**src/rtl/ramp_sequencer.sv**
```systemverilog
// Object-counting run sequencer: synchronizes the control inputs and debounces the sensor.
// A run counts filtered sensor rising edges up to a latched target, then holds in DONE.
module ramp_sequencer #(
    parameter int DEBOUNCE_CYCLES = 2_500_000,
    parameter int MAX_COUNT       = 20
) (
    input  logic       clk,
    input  logic       reset,
    input  logic       start,
    input  logic       hold,
    input  logic       sensor,
    input  logic [4:0] target,
    output logic [4:0] count,
    output logic [1:0] state,
    output logic       done,
    output logic       buzzer_en
);

    localparam int             CW      = $clog2(DEBOUNCE_CYCLES + 1);
    localparam logic [CW-1:0]  DB_LAST = CW'(DEBOUNCE_CYCLES - 1);
    localparam logic [4:0]     MAX_C   = 5'(MAX_COUNT);

    typedef enum logic [1:0] {
        IDLE  = 2'b00,
        RUN   = 2'b01,
        PAUSE = 2'b10,
        DONE  = 2'b11
    } state_t;

    logic [1:0]    start_sync_q, hold_sync_q, sensor_sync_q;
    logic          start_s, hold_s, sensor_s;
    logic [CW-1:0] db_cnt_q;
    logic          filt_q, filt_prev_q, obj_evt_q;
    state_t        state_q, state_d;
    logic [4:0]    count_q, count_d;
    logic [4:0]    eff_target_q, eff_target_d;
    logic          done_q, done_d;
    logic [4:0]    tgt_clamped;

    assign start_s  = start_sync_q[1];
    assign hold_s   = hold_sync_q[1];
    assign sensor_s = sensor_sync_q[1];

    always_ff @(posedge clk or posedge reset) begin
        if (reset) begin
            start_sync_q  <= '0;
            hold_sync_q   <= '0;
            sensor_sync_q <= '0;
        end else begin
            start_sync_q  <= {start_sync_q[0], start};
            hold_sync_q   <= {hold_sync_q[0], hold};
            sensor_sync_q <= {sensor_sync_q[0], sensor};
        end
    end

    // The object event is registered once more after the filtered edge compare,
    // so the count moves two edges after the filtered level changes.
    always_ff @(posedge clk or posedge reset) begin
        if (reset) begin
            db_cnt_q    <= '0;
            filt_q      <= 1'b0;
            filt_prev_q <= 1'b0;
            obj_evt_q   <= 1'b0;
        end else begin
            filt_prev_q <= filt_q;
            obj_evt_q   <= filt_q & ~filt_prev_q;
            if (sensor_s == filt_q) begin
                db_cnt_q <= '0;
            end else if (db_cnt_q == DB_LAST) begin
                filt_q   <= sensor_s;
                db_cnt_q <= '0;
            end else begin
                db_cnt_q <= db_cnt_q + CW'(1);
            end
        end
    end

    assign tgt_clamped = (target == 5'd0 || target > MAX_C) ? MAX_C : target;

    always_comb begin
        state_d      = state_q;
        count_d      = count_q;
        eff_target_d = eff_target_q;
        case (state_q)
            IDLE: begin
                count_d = 5'd0;
                if (start_s) begin
                    state_d      = RUN;
                    eff_target_d = tgt_clamped;
                end
            end
            RUN: begin
                if (hold_s) begin
                    state_d = PAUSE;
                end else if (obj_evt_q && count_q < eff_target_q) begin
                    count_d = count_q + 5'd1;
                    if (count_d == eff_target_q) state_d = DONE;
                end
            end
            PAUSE: begin
                if (!hold_s) state_d = RUN;
            end
            default: ;
        endcase
        // Dropping start aborts any run regardless of what else happened this cycle.
        if (state_q != IDLE && !start_s) begin
            state_d = IDLE;
            count_d = 5'd0;
        end
        done_d = (state_d == DONE);
    end

    always_ff @(posedge clk or posedge reset) begin
        if (reset) begin
            state_q      <= IDLE;
            count_q      <= 5'd0;
            eff_target_q <= MAX_C;
            done_q       <= 1'b0;
        end else begin
            state_q      <= state_d;
            count_q      <= count_d;
            eff_target_q <= eff_target_d;
            done_q       <= done_d;
        end
    end

    assign count     = count_q;
    assign state     = state_q;
    assign done      = done_q;
    assign buzzer_en = done_q;

endmodule
```
**config.mk**
```make
export PLATFORM = sky130hd
export DESIGN_NAME = ramp_sequencer
export DESIGN_NICKNAME = d
export VERILOG_FILES = /design/src/rtl/ramp_sequencer.sv
export SDC_FILE = /design/constraint.sdc
export NUM_CORES = 1
export LEC_CHECK = 0
export CELL_PAD_IN_SITES_DETAIL_PLACEMENT = 0
export CELL_PAD_IN_SITES_GLOBAL_PLACEMENT = 1
export CORE_MARGIN = 2
export CORE_UTILIZATION = 45
export DETAILED_ROUTE_END_ITERATION = 6
export PLACE_DENSITY = 0.75
export SETUP_SLACK_MARGIN = 0.02
export SYNTH_ARGS = -nofsm -noshare
export SYNTH_HDL_FRONTEND = slang
export SYNTH_SLANG_ARGS = --single-unit
```
**constraint.sdc**
```tcl
create_clock -name clk -period 2.5 [get_ports clk]
set_input_delay 0.25 -clock clk [delete_from_list [all_inputs] [get_ports clk]]
set_output_delay 0.25 -clock clk [all_outputs]
set_load 0.05 [all_outputs]
```
==> key figures, run 1 <==
Run status
  – Status: finished, final reports clean

Timing
  – Crit share post-route: 0.850
  – RSZ-0062 raised after global routing: false
  – Worst Skew: 0.00644 ns
  – Hold Vio Cnt, Final: 0
  – Worst-margin pin slew: 0.554 ns
  – Final setup fails: 0
  – Setup_tns: 0 ns
  – Clock period minus worst slack: 2.13 ns
  – Slew Limit Fails: 0
  – Slew headroom: 0.629
  – Fmax: 471 MHz

Logic synthesis
  – Most instantiated cells after synthesis: dfrtp_1 (42), nor2_1 (33), xor2_1 (19)
  – Number of synthesized flops with an enable pin: 0
  – Library cells used by synthesis: 47
  – Yosys top cell by area: dfrtp_1
  – Mean area per synthesized cell: 10.2 sq um
  – Net Count, Synth: 234
  – Synth area leaders: dfrtp_1 (47%), xor2_1 (7.5%), nor2_1 (5.6%), ha_1 (4.0%), xnor2_1 (3.2%)
  – Seq cells post-synth: 44
  – Most frequent cell after synthesis: dfrtp_1
  – Cells after Synth: 217
  – Area share of the largest cell type after synthesis: 0.475
  – Async set-or-reset flop fraction in the synthesized netlist: 1.00
  – Seq/Total Area, Yosys: 0.498
  – Yosys Warn Count: 0
  – Post-synth top flop: dfrtp_1
  – Netlist Area Pre-Place: 0.00221 sq mm

Power
  – Internal power: 1160 uW
  – Pwr Density: 586 mW/mm^2
  – Sequential share of power: 0.510
  – Clock network fraction of design power: 0.385
  – Pleak: 0.00110 uW
  – Worst vdd ir: 0.290 mV
  – Psw: 347 uW
  – Gate power share: 0.105
  – Switching share of total power: 0.230

Floorplanning
  – Die width: 74.2 um
  – Die area: 0.00550 sq mm
  – I/O pin total: 19
  – Core Region: 0.00472 sq mm
  – DIE HEIGHT: 74.2 um
  – Starting density of the core: 0.469
  – Placement Rows: 25

Clocking
  – Cts hold-fix bufs: 0
  – CTS tree: yes
  – CTS clk-pin slew, worst paths: 0.08 ns
  – # resized after CTS: 0
  – CTS Buffer Depth: 2
  – H-tree lvl count: 2
  – Clk sink count: 44
  – Worst-Skew Late Latency: 0.29 ns
  – Num CTS Buffers: 5
  – Setup Buffers After CTS: 0
  – Root Driver: clkbuf_8

Global route
  – Antenna violations before repair: 0
  – Gr usage total: 0.174
  – First-pass GRT wire length: 7.25 mm
  – GR Overflow Total: 0
  – Vias in the first global route: 1559
  – Largest net degree at the start of global routing: 45

Place
  – PortBufs: 18
  – Gpl congestion: 0.770
  – Post-DP HPWL: 3.10 mm
  – Area post-placement: 0.00244 sq mm

Critical path
  – CP max stage cell: dfstp_2
  – Max FO, Critical Path: 4
  – CP Class: reg2reg
  – Worst path cell trace: inv_1 > ha_1 > a211oi_1 > nand2_1 > o21bai_1 > o21ai_0 > mux2_2
  – Worst path max stage delay: 0.54 ns
  – Type of destination of the critical path: flip-flop
  – CP Data Arrival Time: 2.30 ns
  – CP Data Required Time: 2.68 ns
  – Critical Path Source Type: flip-flop

Cells and area
  – Nets: 254
  – Layout area overhead: 16.0%
  – # fillers: 428
  – ANT cells: 0
  – Fraction of layout cells with a size suffix above 1: 0.0840
  – Post-route cell area: 0.00257 sq mm

Worst hold path
  – Hold Crit Class: reg2reg

Detailed routing
  – Initial drt markers: 86
  – DR WL/cell: 13.8 um
  – First drt pass iteration count: 5
  – Via Count: 1607
  – Detailed Route WL: 4.20 mm
  – DRC Markers: 0
  – Final ANT Viol Nets: 0
  – Vias per inst: 5.27

Job
  – Max_cap viols: 0
## stage by stage
step                std cells   util  power, uW  hold slack, ns  setup slack, ns
finish                    305  0.544       1510           0.353            0.375
global route              305  0.544       1590           0.365            0.231
CTS                       305  0.544       1530           0.356            0.365
detailed placement        297  0.517        942           0.338            0.384
global placement          297  0.517        936           0.338            0.398
floorplan                 217      -        888           0.281            0.412
## cells by family (layout without fill, tap and decap cells)
group / count (synthesis) / after routing / synth area share
muxes: 2 / 2 / 0.0102
AOI/OAI and AO/OA: 28 / 28 / 0.0831
buffers and inverters: 17 / 38 / 0.0379
and+or+nand+nor: 92 / 92 / 0.224
adders and majority gates: 7 / 7 / 0.0395
xor gates and xnor gates: 27 / 27 / 0.107
DFF: 44 / 44 / 0.498
## routing by layer
| layer | GRT usage | part of all wire |
|---|---|---|
| met3 | 0.0447 | 0.033 |
| met2 | 0.271 | 0.45 |
| met4 | 0.0545 | 0.010 |
| met5 | 0 | 0 |
| met1 | 0.239 | 0.50 |
## power by group through the flow
stage               Sequential (uW)  Combinational, uW  Clock [uW]
floorplan                       785                103           0
global placement                780                155           0
detailed placement              782                159           0
CTS                             768                161         602
global route                    773                180         635
finish                          768                158         580
## path summary, 6_finish.rpt
check	from	endpoint	slack, ns	cells past startpoint
max reg2reg	eff_target_q[4]	count[0]	0.37	7
min	sensor_sync_q[0]	sensor_sync_q[1]	0.35	0
max	eff_target_q[4]	count[0]	0.37	7
min reg2reg	sensor_sync_q[0]	sensor_sync_q[1]	0.35	0
max in group asynchronous	reset	db_cnt_q[10]	1.72	3
min in group asynchronous	reset	eff_target_q[0]	0.40	3
## critical path, delay by kind of cell (launching register included)
family	cells	cell delay, ns
AO/OA/AOI/OAI	3	0.71
adder cells (fa/ha/maj)	1	0.29
buffers and inverters	1	0.05
flip-flops	1	0.54
multiplexers	1	0.28
AND/OR/NAND/NOR	1	0.14
## area by class of cell
| type | count | area, sq um | share of cell area |
|---|---|---|---|
| clock buffers | 7 | 96.3 | 0.0375 |
| clock inverters | 1 | 30.0 | 0.0117 |
| inverters | 11 | 41.3 | 0.0161 |
| multi-input cells | 156 | 1030 | 0.400 |
| flip-flops and latches | 44 | 1100 | 0.429 |
| well taps | 67 | 83.8 | 0.0326 |
| repair buffers | 19 | 188 | 0.0730 |
## sequential cells by signal, indices dropped and copies added, names as in the netlist
name           flops
buzzer_en          1
filt_q             1
state              2
sensor_sync_q      2
db_cnt_q          22
count              5
start_sync_q       2
filt_prev_q        1
eff_target_q       5
obj_evt_q          1
hold_sync_q        2
## placed cells by master (no fill, tap or decap), types with 2 or more instances in the layout
cell type | synthesis | routed
dfrtp_1 | 42 | 42
nor2_1 | 33 | 33
xor2_1 | 19 | 19
clkdlybuf4s50_1 | 0 | 18
nand2_1 | 12 | 12
nand4_1 | 11 | 11
inv_1 | 11 | 11
o21ai_0 | 9 | 9
nand3_1 | 8 | 8
xnor2_1 | 8 | 8
ha_1 | 7 | 7
clkbuf_8 | 0 | 7
a21oi_1 | 5 | 5
nor4_1 | 3 | 3
and2_1 | 2 | 2
nor4_2 | 2 | 2
mux2_2 | 2 | 2
nand3b_1 | 2 | 2
nand2b_1 | 2 | 2
or3_1 | 2 | 2
and3_1 | 2 | 2
a2111oi_0 | 2 | 2
nor2b_1 | 2 | 2
a22o_1 | 2 | 2
nor3_1 | 2 | 2
dfstp_2 | 2 | 2
Note: power is estimated with default switching activity, not from simulation.
==> run 2, diff against run 1 <==
--- a/config.mk
+++ b/config.mk
@@ -11,6 +11,7 @@
 export CORE_UTILIZATION = 45
 export DETAILED_ROUTE_END_ITERATION = 6
 export PLACE_DENSITY = 0.75
+export RECOVER_POWER = 100
 export SETUP_SLACK_MARGIN = 0.02
 export SYNTH_ARGS = -nofsm -noshare
 export SYNTH_HDL_FRONTEND = slang
==> key figures, run 2 (synthesis gave the netlist of run 1 again) <==
Run status
  – Status: finished, final reports clean

Clocking
  – Root Driver: clkbuf_8
  – Setup Buffers After CTS: 0
  – # resized after CTS: 0
  – Worst-Skew Late Latency: 0.29 ns
  – Clk sink count: 44
  – CTS clk-pin slew, worst paths: 0.08 ns
  – CTS tree: yes
  – H-tree lvl count: 2
  – CTS Buffer Depth: 2
  – Cts hold-fix bufs: 0
  – Num CTS Buffers: 5

Detailed routing
  – First drt pass iteration count: 4
  – DRC Markers: 0
  – Final ANT Viol Nets: 0
  – Vias per inst: 5.22
  – Initial drt markers: 89
  – DR WL/cell: 13.8 um
  – Detailed Route WL: 4.20 mm
  – Via Count: 1591

Power
  – Pwr Density: 586 mW/mm^2
  – Sequential share of power: 0.511
  – Gate power share: 0.103
  – Clock network fraction of design power: 0.386
  – Pleak: 0.00112 uW
  – Worst vdd ir: 0.290 mV
  – Internal power: 1150 uW
  – Psw: 345 uW
  – Switching share of total power: 0.230

Timing
  – Worst-margin pin slew: 1.05 ns
  – Final setup fails: 0
  – Setup_tns: 0 ns
  – Clock period minus worst slack: 2.18 ns
  – PnR worst setup slack: 0.315 ns
  – Fmax: 458 MHz
  – Crit share post-route: 0.874
  – RSZ-0062 raised after global routing: false
  – Hold Vio Cnt, Final: 0
  – Slew Limit Fails: 0
  – Slew headroom: 0.299
  – Worst Skew: 0.00452 ns

Cells and area
  – Most frequent cells in the layout: dfrtp_1 (42), nor2_1 (33), xor2_1 (19), dlygate4sd3_1 (13), nand2_1 (12)
  – Commonest non-fill, non-tap cell in the layout: dfrtp_1
  – ANT cells: 0
  – Fraction of layout cells with a size suffix above 1: 0.0714
  – Largest Register: db_cnt_q
  – Max reg flops: 22
  – Layout area overhead: 15.6%
  – Nets: 254
  – Finished Layout Cells: 305

Place
  – Post-DP HPWL: 3.10 mm
  – Gpl congestion: 0.770
  – Cells after DPL: 297
  – Post-place setup slack: 0.384 ns
  – PortBufs: 18

Floorplanning
  – I/O pin total: 19
  – Placement Rows: 25
  – Starting density of the core: 0.469
  – Die width: 74.2 um
  – Core Region: 0.00472 sq mm
  – Die area: 0.00550 sq mm
  – DIE HEIGHT: 74.2 um

Critical path
  – Max FO, Critical Path: 21
  – Worst r2r dst: db_cnt_q[21]
  – Reg2reg path depth: 4
  – R2r setup slk: 0.32 ns
  – Critical R2R Launch: db_cnt_q[19]
  – CP Class: reg2reg
  – CP endpoint: db_cnt_q[21]
  – CP Data Arrival Time: 2.33 ns
  – CP Data Required Time: 2.65 ns
  – Crit path launch: db_cnt_q[19]
  – Critical Path Source Type: flip-flop
  – Type of destination of the critical path: flip-flop

Global route
  – GR Overflow Total: 0
  – Largest net degree at the start of global routing: 45
  – Gr usage total: 0.174
  – First-pass GRT wire length: 7.25 mm
  – Antenna violations before repair: 0
  – Vias in the first global route: 1559

Worst hold path
  – Hold Crit Class: reg2reg
  – Min-delay src: sensor_sync_q[0]

Job
  – Max_cap viols: 0
[run 2: changes by cell type in the layout (fill, tap and decap cells not counted), sizes merged]
cell / previous run / this run
buf: 1 / 0
dlygate4sd3: 0 / 13
clkdlybuf4s50: 18 / 5
clkbuf: 7 / 8
[run 2: power groups by stage]
stage | registers, uW | logic, uW | clock network (uW)
2_1_floorplan | 785 | 103 | 0
3_3_place_gp | 780 | 155 | 0
3_5_place_dp | 782 | 159 | 0
4_1_cts | 768 | 161 | 602
5_1_grt | 772 | 176 | 635
6_report | 767 | 155 | 578
[run 2: how the worst min path moves through the flow]
stage               slack, ns  cells after the start          endpoint
finish                   0.35                      0  sensor_sync_q[1]
global route             0.37                      0    hold_sync_q[1]
CTS                      0.36                      0  sensor_sync_q[1]
detailed placement       0.34                      0  sensor_sync_q[1]
global placement         0.34                      0  sensor_sync_q[1]
floorplan                0.28                      0    hold_sync_q[0]
[run 2: critical path, cell delays in order (launching register included)]
cell and delay (ns):
dfrtp_1 0.42, or4b_1 0.53, nor4_1 0.35, or2_1 0.62, nor2_1 0.13
[run 2: through the flow]
stage / util / hold WS (ns) / cell area (sq um) / total power (uW)
after floorplan: - / 0.281 / 2210 / 888
after global placement: 0.517 / 0.338 / 2440 / 936
after detailed placement: 0.517 / 0.338 / 2440 / 942
after CTS: 0.544 / 0.356 / 2570 / 1530
after global routing: 0.542 / 0.365 / 2560 / 1580
final: 0.542 / 0.353 / 2560 / 1500
[run 2: layout make-up]
type / instances / area, sq um
Clock buffer: 7 / 96.3
Inverter: 11 / 41.3
Timing Repair Buffer: 19 / 185
Tap cell: 67 / 83.8
Clock inverter: 1 / 30.0
Multi-Input combinational cell: 156 / 1020
Fill cell: 431 / 2160
Sequential cell: 44 / 1100
[run 2: per-layer routing]
metal	GRT usage	vias to the layer above	routed length [um]
li1	-	799	-
met1	0.239	768	2130
met2	0.271	19	1910
met3	0.0447	5	125
met4	0.0545	0	44
met5	0	-	0
==> run 3, diff against run 2 <==
--- a/config.mk
+++ b/config.mk
@@ -9,6 +9,7 @@
 export CELL_PAD_IN_SITES_GLOBAL_PLACEMENT = 1
 export CORE_MARGIN = 2
 export CORE_UTILIZATION = 45
+export CTS_BUF_LIST = sky130_fd_sc_hd__clkbuf_16
 export DETAILED_ROUTE_END_ITERATION = 6
 export PLACE_DENSITY = 0.75
 export RECOVER_POWER = 100
==> key figures, run 3 (synthesis gave the netlist of run 1 again) <==
Critical path
  – Worst path max stage delay: 0.61 ns
  – Worst r2r dst: db_cnt_q[21]
  – Reg2reg path depth: 4
  – Critical R2R Launch: db_cnt_q[19]
  – CP max stage cell: or2_1
  – Max FO, Critical Path: 21
  – Crit path max-delay family: simple AND/OR/NAND/NOR gates
  – Crit path launch: db_cnt_q[19]
  – Worst path cell trace: or4b_1 > nor4_1 > or2_1 > nor2_1
  – Critical Path Source Type: flip-flop
  – Type of destination of the critical path: flip-flop
  – CP Class: reg2reg
  – Buf/Inv on CP: 0
  – Levels on crit path: 4
  – CP endpoint: db_cnt_q[21]
  – R2r setup slk: 0.32 ns
  – CP Data Arrival Time: 2.31 ns
  – CP Data Required Time: 2.63 ns

Timing
  – Worst-margin pin slew: 1.05 ns
  – Crit share post-route: 0.871
  – Hold Vio Cnt, Final: 0
  – RSZ-0062 raised after global routing: false
  – Setup_tns: 0 ns
  – Slew headroom: 0.302
  – Fmax: 459 MHz
  – Final setup fails: 0
  – Clock period minus worst slack: 2.18 ns
  – Worst Skew: 0.00255 ns
  – Slew Limit Fails: 0
  – Hold_ws: 0.349 ns

Clocking
  – Cts hold-fix bufs: 0
  – CTS clk-pin slew, worst paths: 0.06 ns
  – Worst-Skew Late Latency: 0.28 ns
  – H-tree lvl count: 2
  – Setup Buffers After CTS: 0
  – Root Driver: clkbuf_16
  – CTS tree: yes
  – # resized after CTS: 0
  – Num CTS Buffers: 5
  – Clk sink count: 44
  – CTS Buffer Depth: 2

Global route
  – GR Overflow Total: 0
  – Antenna violations before repair: 0
  – Largest net degree at the start of global routing: 45
  – Vias in the first global route: 1570
  – First-pass GRT wire length: 7.33 mm
  – Gr usage total: 0.175

Power
  – Gate power share: 0.094
  – Clock network fraction of design power: 0.436
  – Total power: 1630 uW
  – Pwr Density: 629 mW/mm^2
  – Psw: 367 uW
  – Internal power: 1270 uW
  – Worst vdd ir: 0.342 mV
  – Pleak: 0.00114 uW
  – Sequential share of power: 0.470
  – Switching share of total power: 0.225

Floorplanning
  – Placement Rows: 25
  – Die area: 0.00550 sq mm
  – Core Region: 0.00472 sq mm
  – I/O pin total: 19
  – DIE HEIGHT: 74.2 um
  – Starting density of the core: 0.469
  – Die width: 74.2 um

Worst hold path
  – Hold Path Stages: 0
  – Hold Crit Class: reg2reg

Detailed routing
  – Vias per inst: 5.24
  – Final ANT Viol Nets: 0
  – Via Count: 1599
  – DR WL/cell: 13.8 um
  – Initial drt markers: 95
  – Detailed Route WL: 4.22 mm
  – First drt pass iteration count: 4
  – DRC Markers: 0

Cells and area
  – Layout area overhead: 17.3%
  – Post-route cell area: 0.00260 sq mm
  – Most frequent cells in the layout: dfrtp_1 (42), nor2_1 (33), xor2_1 (19), dlygate4sd3_1 (13), nand2_1 (12)
  – Commonest non-fill, non-tap cell in the layout: dfrtp_1
  – Largest Register: db_cnt_q
  – ANT cells: 0
  – Fraction of layout cells with a size suffix above 1: 0.0630
  – Max reg flops: 22
  – Nets: 254

Place
  – PortBufs: 18
  – Post-DP HPWL: 3.10 mm
  – Gpl congestion: 0.770
  – Area post-placement: 0.00244 sq mm

Job
  – Max_cap viols: 0

Run status
  – Status: finished, final reports clean
## run 3: cell types whose count changed in the layout (fill, tap and decap cells not counted), sizes merged
cell    before  now
clkbuf       8    6
clkinv       0    2
## run 3: worst min path at each step
stage	slack, ns	to	start
after floorplan	0.28	hold_sync_q[0]	hold
after global placement	0.34	sensor_sync_q[1]	sensor_sync_q[0]
after detailed placement	0.34	sensor_sync_q[1]	sensor_sync_q[0]
after CTS	0.35	sensor_sync_q[1]	sensor_sync_q[0]
after global routing	0.36	hold_sync_q[1]	hold_sync_q[0]
final	0.35	sensor_sync_q[1]	sensor_sync_q[0]
## run 3: power by group through the flow
stage          combinational [uW]  sequential (uW)  clock [uW]
2_1_floorplan                 103              785           0
3_3_place_gp                  155              780           0
3_5_place_dp                  159              782           0
4_1_cts                       161              769         731
5_1_grt                       177              773         768
6_report                      154              768         712
## run 3: through the flow
step | worst slack, ns | std cells | util
after floorplan | 0.412 | 217 | -
after global placement | 0.398 | 297 | 0.517
after detailed placement | 0.384 | 297 | 0.517
after CTS | 0.368 | 305 | 0.552
after global routing | 0.137 | 305 | 0.550
final | 0.323 | 305 | 0.550
## run 3: final cells by class
class	count	area, sq um
fill	427	2130
inverter	11	41.3
timing repair buffer	19	185
clock inverter	3	37.5
sequential	44	1100
multi-input combinational	156	1020
clock buffer	5	125
tap	67	83.8
## run 3: worst register-to-register path: stages, from the launching register on
cell	delay (ns)
dfrtp_1	0.41
or4b_1	0.53
nor4_1	0.35
or2_1	0.61
nor2_1	0.13
## run 3: routing by layer
metal / routed length (um) / vias up / global-route usage
met3: 139 / 6 / 0.0447
met4: 47 / 0 / 0.0545
met2: 1910 / 24 / 0.274
met5: 0 / - / 0
li1: - / 799 / -
met1: 2120 / 770 / 0.241
